**src/rtl/mp3_sdi_sender.sv**
```systemverilog
// -----------------------------------------------------------------------------
// mp3_sdi_sender
//
// Purpose:
//   Transmit end of the chunk handshake between the MP3 data allocator and a
//   VS10xx decoder. It accepts one DATA_WIDTH-bit chunk (DATA_VALID /
//   SENDER_IS_SENDING), waits for the decoder's DREQ, then serialises the chunk
//   MSB first on the SDI port (XDCS, SCLK, SI). A 256-bit chunk is 32 bytes,
//   which is exactly the FIFO space the decoder guarantees per DREQ.
//
// Parameters:
//   CLK_DIV    : CLK cycles per SCLK half-period (>= 2).
//   DATA_WIDTH : chunk width in bits (multiple of 8).
//
// Ports:
//   CLK               in   system clock, rising edge
//   RST               in   synchronous active-high reset
//   DATA_VALID        in   chunk on DATA_TO_SEND is valid
//   DATA_TO_SEND      in   chunk, bit [DATA_WIDTH-1] goes out first
//   DREQ              in   decoder can take at least 32 bytes
//   SENDER_IS_SENDING out  busy, from acceptance until the chunk is fully sent
//   XDCS              out  SDI chip select, active low
//   SCLK              out  serial clock, idles low
//   SI                out  serial data, MSB first
//   fsm_state         out  current FSM state (debug visibility)
//
// Handshake: a chunk is taken when DATA_VALID is sampled high in IDLE while the
// sender is armed. Arming requires DATA_VALID to have been sampled low since
// the previous acceptance, so a DATA_VALID left high across the busy fall
// cannot cause the same chunk to be sent twice.
//
// Optional feature (macro MP3_SDI_BYTE_CS_EN): XDCS is released for
// 2*CLK_DIV cycles between bytes, with SCLK low. Without the macro XDCS stays
// low for the whole chunk.
// -----------------------------------------------------------------------------
module mp3_sdi_sender #(
  parameter int CLK_DIV    = 4,
  parameter int DATA_WIDTH = 256
) (
  input  logic                  CLK,
  input  logic                  RST,
  input  logic                  DATA_VALID,
  input  logic [DATA_WIDTH-1:0] DATA_TO_SEND,
  input  logic                  DREQ,
  output logic                  SENDER_IS_SENDING,
  output logic                  XDCS,
  output logic                  SCLK,
  output logic                  SI,
  output logic [2:0]            fsm_state
);

  localparam int BIT_W = $clog2(DATA_WIDTH) + 1;
  localparam int DIV_W = (CLK_DIV > 1) ? $clog2(CLK_DIV) : 1;

  typedef enum logic [2:0] {
    IDLE      = 3'd0,
    WAIT_DREQ = 3'd1,
    SHIFT     = 3'd2,
    TAIL      = 3'd3,
    GUARD     = 3'd4,
    BYTE_GAP  = 3'd5
  } state_t;

  state_t                state, state_d;
  logic [DATA_WIDTH-1:0] shreg, shreg_d;
  logic [BIT_W-1:0]      bit_cnt, bit_cnt_d;
  logic [DIV_W-1:0]      div_cnt, div_cnt_d;
  logic                  sclk_q, sclk_d;
  logic                  xdcs_q, xdcs_d;
  logic                  si_q, si_d;
  logic                  busy_q, busy_d;
  logic                  armed, armed_d;
  logic                  div_last;
  logic                  last_bit;

`ifdef MP3_SDI_BYTE_CS_EN
  // The gap between bytes is two half-periods long; this flag marks the
  // second one so the divider counter can keep its normal width.
  logic gap_second, gap_second_d;
`endif

  assign div_last = (div_cnt == DIV_W'(CLK_DIV - 1));
  assign last_bit = (bit_cnt == BIT_W'(DATA_WIDTH - 1));

  always_comb begin
    state_d   = state;
    shreg_d   = shreg;
    bit_cnt_d = bit_cnt;
    div_cnt_d = div_cnt;
    sclk_d    = sclk_q;
    xdcs_d    = xdcs_q;
    si_d      = si_q;
    busy_d    = busy_q;
    armed_d   = armed;
`ifdef MP3_SDI_BYTE_CS_EN
    gap_second_d = gap_second;
`endif

    // Re-arm on any cycle where the allocator has dropped DATA_VALID.
    if (!DATA_VALID) begin
      armed_d = 1'b1;
    end

    case (state)
      IDLE: begin
        if (DATA_VALID && armed) begin
          shreg_d   = DATA_TO_SEND;
          busy_d    = 1'b1;
          armed_d   = 1'b0;
          bit_cnt_d = '0;
          div_cnt_d = '0;
          state_d   = WAIT_DREQ;
        end
      end

      WAIT_DREQ: begin
        // DREQ is looked at only here; once shifting starts the 32-byte
        // guarantee covers the whole chunk.
        if (DREQ) begin
          xdcs_d    = 1'b0;
          sclk_d    = 1'b0;
          si_d      = shreg[DATA_WIDTH-1];
          bit_cnt_d = '0;
          div_cnt_d = '0;
          state_d   = SHIFT;
        end
      end

      SHIFT: begin
        if (!div_last) begin
          div_cnt_d = div_cnt + 1'b1;
        end else begin
          div_cnt_d = '0;
          if (!sclk_q) begin
            // End of the low half: rising edge, decoder samples SI.
            sclk_d = 1'b1;
          end else begin
            // End of the high half: falling edge closes this bit.
            sclk_d = 1'b0;
            if (last_bit) begin
              bit_cnt_d = '0;
              state_d   = TAIL;
            end
`ifdef MP3_SDI_BYTE_CS_EN
            else if (bit_cnt[2:0] == 3'd7) begin
              // Byte boundary: release chip select. The bit counter is kept
              // across the gap since it tracks progress through the chunk.
              bit_cnt_d    = bit_cnt + 1'b1;
              xdcs_d       = 1'b1;
              gap_second_d = 1'b0;
              state_d      = BYTE_GAP;
            end
`endif
            else begin
              bit_cnt_d = bit_cnt + 1'b1;
              shreg_d   = {shreg[DATA_WIDTH-2:0], 1'b0};
              si_d      = shreg[DATA_WIDTH-2];
            end
          end
        end
      end

`ifdef MP3_SDI_BYTE_CS_EN
      BYTE_GAP: begin
        if (!div_last) begin
          div_cnt_d = div_cnt + 1'b1;
        end else begin
          div_cnt_d = '0;
          if (!gap_second) begin
            gap_second_d = 1'b1;
          end else begin
            // Reselect and present the next byte's MSB together.
            gap_second_d = 1'b0;
            xdcs_d       = 1'b0;
            shreg_d      = {shreg[DATA_WIDTH-2:0], 1'b0};
            si_d         = shreg[DATA_WIDTH-2];
            state_d      = SHIFT;
          end
        end
      end
`endif

      TAIL: begin
        if (!div_last) begin
          div_cnt_d = div_cnt + 1'b1;
        end else begin
          div_cnt_d = '0;
          xdcs_d    = 1'b1;
          state_d   = GUARD;
        end
      end

      GUARD: begin
        if (!div_last) begin
          div_cnt_d = div_cnt + 1'b1;
        end else begin
          div_cnt_d = '0;
          busy_d    = 1'b0;
          state_d   = IDLE;
        end
      end

      default: begin
        state_d   = IDLE;
        bit_cnt_d = '0;
        div_cnt_d = '0;
      end
    endcase
  end

  always_ff @(posedge CLK) begin
    if (RST) begin
      state   <= IDLE;
      shreg   <= '0;
      bit_cnt <= '0;
      div_cnt <= '0;
      sclk_q  <= 1'b0;
      xdcs_q  <= 1'b1;
      si_q    <= 1'b0;
      busy_q  <= 1'b0;
      armed   <= 1'b1;
    end else begin
      state   <= state_d;
      shreg   <= shreg_d;
      bit_cnt <= bit_cnt_d;
      div_cnt <= div_cnt_d;
      sclk_q  <= sclk_d;
      xdcs_q  <= xdcs_d;
      si_q    <= si_d;
      busy_q  <= busy_d;
      armed   <= armed_d;
    end
  end

`ifdef MP3_SDI_BYTE_CS_EN
  always_ff @(posedge CLK) begin
    if (RST) begin
      gap_second <= 1'b0;
    end else begin
      gap_second <= gap_second_d;
    end
  end
`endif

  assign SENDER_IS_SENDING = busy_q;
  assign XDCS              = xdcs_q;
  assign SCLK              = sclk_q;
  assign SI                = si_q;
  assign fsm_state         = state;

endmodule
```
**config.mk**
```make
export PLATFORM = sky130hd
export DESIGN_NAME = mp3_sdi_sender
export DESIGN_NICKNAME = d
export VERILOG_FILES = /design/src/rtl/mp3_sdi_sender.sv
export SDC_FILE = /design/constraint.sdc
export NUM_CORES = 1
export LEC_CHECK = 0
export ABC_AREA = 1
export CAP_MARGIN = 20
export CORE_UTILIZATION = 40
export CTS_BUF_LIST = sky130_fd_sc_hd__clkbuf_8
export DETAILED_ROUTE_END_ITERATION = 10
export PLACE_DENSITY_LB_ADDON = 0.08
export SYNTH_ARGS = -nofsm -noshare
export SYNTH_HDL_FRONTEND = slang
export SYNTH_SLANG_ARGS = --single-unit
```
**constraint.sdc**
```tcl
create_clock -name CLK -period 1.65 [get_ports CLK]
set_clock_uncertainty 0.05 [all_clocks]
set_input_delay 0.165 -clock CLK [delete_from_list [all_inputs] [get_ports CLK]]
set_output_delay 0.165 -clock CLK [all_outputs]
set_load 0.02 [all_outputs]
```
# Word level (Yosys, flattened, before mapping)
# Cells that the tools add are included.
# Widths: inputs -> output; s select.
# word_totals
register_bits	275
inputBits	260
out_inout_bits	7
elab_cells	82
# op_classes
addsub	2
eq_ne	14
mux	40
bitwise	1
reduce_logical	16
# op_table
op	n
$mux 256	4
$pmux 256 s2	1
$mux 9	5
$pmux 9 s4	1
$mux 3	7
$ne 2x2->1 const B	8
$pmux 3 s5	1
$reduce_and 5->1	3
$mux 1	13
$add 9x1->9 const B	1
$eq 9x8->1 const B	1
$reduce_and 3->1	3
$pmux 1 s2	4
$reduce_bool 2->1	4
$reduce_and 7->1	1
$eq 3x2->1 const B	2
$mux 2	3
$pmux 2 s3	1
$eq 3x1->1 const B	1
$eq 3x3->1 const B	1
$logic_not 3->1	1
$reduce_or 3->1	1
$add 2x1->2 const B	1
$eq 2x2->1 const B	1
other kinds (4)	4

# Depth between registers and ports, before layout
# logic_depth
depth_word	5
ltp_mapped	11

# Worst setup path after synthesis
# OpenSTA, ideal clock, no wires.
# synth_path
path_type	register to register
startpoint	register state[1], in the netlist fsm_state[1]
endpoint	register shreg[41]
setup_time_ns	0.113
arrival_ns	1.644
t_required_ns	1.487
slack_ns	-0.157
path_stages_with_launch	11
n_path_buf	3
cell_sequence	dfxtp_1 -> buf_2 -> nand2_1 -> nor2_2 -> nand4_2 -> nand3_4 -> buf_2 -> buf_2 -> nand2_1 -> nand2_1 -> nor2_1
# synth_between
elab_chain_len	3
# synth_rtl
element	line	source
start, declared	64	state_t state, state_d;
start signal, assigned	223	state <= state_d;
$eq 3x2->1 / $logic_not 3->1 (equally long branches)	104	case (state)
$ne 2x2->1 (no source line) / $reduce_bool 2->1 (equally long branches)	n/a	
$reduce_and 5->1 (no source line)	n/a	
end signal, assigned	224	shreg <= shreg_d;
end, declared	65	logic [DATA_WIDTH-1:0] shreg, shreg_d;
# Several ways; a longest one is shown, not always the timed one.
# A chain may end at the register's enable or synchronous reset.

# Worst setup path after layout
# layout_path
startpoint	register bit_cnt[0]
endpoint	register shreg[50]
# layout_between
elab_chain_len	3
# layout_rtl
element	line	source
start, declared	66	logic [BIT_W-1:0] bit_cnt, bit_cnt_d;
start signal, assigned	225	bit_cnt <= bit_cnt_d;
$eq 9x8->1	83	assign last_bit = (bit_cnt == BIT_W'(DATA_WIDTH - 1));
$ne 2x2->1 (no source line)	n/a	
$reduce_and 5->1 (no source line)	n/a	
# Every way passes these cells.

==> results.toml <==
[run_status]
outcome = "finished with violations"
failed_checks = "negative setup slack"

[min_path]
min_from = "DATA_VALID"
hold_path_end = "armed"
hold_depth = 2
worst_hold_path_type = "in -> reg"

[yosys]
yosysMostFrequentCell = "nand2_1"
synth_commonest_cells = "nand2_1 (819), nor2_1 (532), inv_1 (277)"
yosysSeqAreaShare_pct = 39.6
yosys.area.top_type_share_pct = 39.6
syn-cell-area_mm2 = 0.0139
synth_edf_count = 0
async_flop_share_pct = 0
ys_types = 27
ys_ff_latch = 275
synth_area_leaders = "dfxtp_1 (40%), nand2_1 (22%), nor2_1 (14%)"
yosys.area.top_type = "dfxtp_1"
avgSynthCellArea_um2 = 5.89
postSynthCellCount = 2363
synth_nets = 2625
ys_warn_count = 0
synthFlopType = "dfxtp_1"

[die]
core_area_mm2 = 0.0339
die-area_mm2 = 0.0355
initial_core_util_pct = 41.1
die_height_um = 188
io_pins = 267
die_width_um = 188
row_count = 67

[clocking]
clock_latency_ns = 0.57
cts_buffer_depth = 3
clock-sinks = 275
cts-root-buf = "clkbuf_8"
cts_buffers = 50
cts-hold-fix-buffers = 0
htreeDepth = 2
cts_tree = "yes"
clk_pin_slew_ns = 0.06

[detailed_routing]
via_per_inst = 4.60
firstDrtPassIters = 5
drtIter0Drc = 703
wl_um = 39700
wl_per_cell_um = 12.5
postRouteAntennaNets = 0
vias = 14600
remaining_drc_errors = 0

[power_and_ir_drop]
peakVddDrop_mv = 0.903
sw_frac_of_total_pct = 41.2
power.density_mw_per_mm2 = 2170
comb_power_share_pct = 64.2
switchingPower_mw = 18.6
pwr-share-seq_pct = 22.7
p_leak_nw = 10.3
internal_power_mw = 26.5
p_clk_share_pct = 13.2
total_power_mw = 45.1

[setup_path]
worstPathMaxFanout = 12
r2r_setup_slack_ns = -0.18
required_ns = 2.05
startpoint = "bit_cnt[0]"
r2r_cells = 11
crit_type = "reg -> reg"
rr_endpoint = "shreg[50]"
cp.arrival_ns = 2.23
r2r-start = "bit_cnt[0]"
worstSetupEndpointType = "flip-flop"
cp-start-kind = "flip-flop"

[sta]
period_share_pct = 111
setup_viol = 266
max_slew.worst_pin.slew_ns = 0.420
layout_setup_ws_ns = -0.182
rsz0062_at_grt = "yes"
slew_headroom_pct = 71.7
finalSetupTns_ns = -20.51
hold_violations = 0
slew_violations = 0
post-route-min-period_ns = 1.83
fmax_mhz = 546

[placement]
io_buffers = 266
placed_cells = 3017
dp_hpwl_um = 23300
gp_congestion = 0.785

[finish]
antenna_cells = 0
fin_nets = 2953
syn2layout_area_growth_pct = 49.5
layoutNonFillerInstCount = 3172
final_util_pct = 61.4
layout-drive-gt1-share_pct = 16.1

[global_routing]
grt_max_degree = 59
grt_pass1_wl_um = 63800
antenna_found_initial = 0
track_usage_pct = 21.4
grt_pass1_vias = 13700
gr-total-overflow = 0

[flow_run]
max_cap_viol_count = 0
==> critical path, cell delays in order, from the launching register on <==
cell and delay (ns):
dfxtp_2 0.35, ha_4 0.15, nand2_4 0.05, nor2_4 0.15
nand4_4 0.11, nand3_4 0.12, buf_6 0.16, buf_12 0.13
bufbuf_16 0.27, nand2_1 0.07, nand2_1 0.07, nor2_1 0.04
==> flip-flops by register name (all words and copies together), names as in the netlist <==
name / count
SCLK: 1
shreg: 256
XDCS: 1
SI: 1
bit_cnt: 9
div_cnt: 2
SENDER_IS_SENDING: 1
armed: 1
fsm_state: 3
==> cells by family after synthesis <==
family / Yosys count / share of synthesized area (%)
AND/OR/NAND/NOR: 1384 / 38.0
adder cells (fa/ha/maj): 2 / 0.180
buffers and inverters: 425 / 12.2
AO/OA/AOI/OAI: 276 / 9.96
XOR/XNOR: 1 / 0.0630
flip-flops: 275 / 39.6
==> metal layers <==
metal	wire (um)	global-route usage (%)	vias to the layer above
met5	0	0	-
met4	987	6.95	0
met3	2030	3.59	73
met2	18800	36.3	303
met1	17800	27.5	6501
li1	-	-	7725
==> worst max-delay path by stage <==
stage / end / cells after the start
2_1_floorplan: shreg[0] / 10
3_3_place_gp: shreg[23] / 10
3_5_place_dp: shreg[13] / 10
4_1_cts: shreg[102] / 13
5_1_grt: shreg[87] / 13
6_report: shreg[50] / 11
==> final cells by class <==
| type | instances | area [um2] |
|---|---|---|
| clock buffer | 58 | 798 |
| clock inverter | 27 | 105 |
| fill | 3132 | 13100 |
| inverter | 280 | 1060 |
| multi-input combinational | 1663 | 7440 |
| sequential | 275 | 5520 |
| tap | 448 | 561 |
| timing repair buffer | 421 | 5310 |
==> power by group through the flow <==
stage          registers (mW)  logic [mW]  clock network (mW)
2_1_floorplan            10.2        13.7                   0
3_3_place_gp             10.3        18.6                   0
3_5_place_dp             10.3        19.0                   0
4_1_cts                  10.2        25.9                6.12
5_1_grt                  10.5        32.2                6.44
6_report                 10.2        29.0                5.95
==> per-stage QoR <==
step / cell area [um2] / setup slack, ns / hold slack, ns
3_3_place_gp: 17600 / -0.244 / 0.393
5_1_grt: 20800 / -0.257 / 0.150
3_5_place_dp: 17600 / -0.273 / 0.400
6_report: 20800 / -0.182 / 0.155
2_1_floorplan: 14000 / -0.0354 / 0.199
4_1_cts: 20000 / -0.174 / 0.130
==> timing repair <==
action / CTS / global route
hold endpoints to repair: 0 / 0
resized for setup: 170 / 198
pin swaps: 15 / 45
gates cloned: 28 / 11
buffers inserted: 29 / 5
endpoints found under the setup margin: 260 / 269
==> cell usage in the layout, fill, tap and decap left out, types with 4 or more instances in the layout <==
| cell type | n |
|---|---|
| nor2_2 | 80 |
| clkbuf_8 | 58 |
| nand2_2 | 82 |
| buf_12 | 38 |
| nand2_4 | 19 |
| buf_16 | 28 |
| buf_6 | 13 |
| dfxtp_1 | 268 |
| clkbuf_16 | 10 |
| buf_4 | 47 |
| clkdlybuf4s50_1 | 259 |
| bufbuf_16 | 5 |
| nor2_4 | 15 |
| nand3_1 | 17 |
| a21oi_1 | 11 |
| nor2_1 | 441 |
| nand2_1 | 718 |
| buf_8 | 14 |
| dfxtp_2 | 6 |
| dlygate4sd2_1 | 4 |
| o21ai_1 | 21 |
| inv_1 | 302 |
| o21ai_0 | 237 |
(Power assumes the default switching activity.)
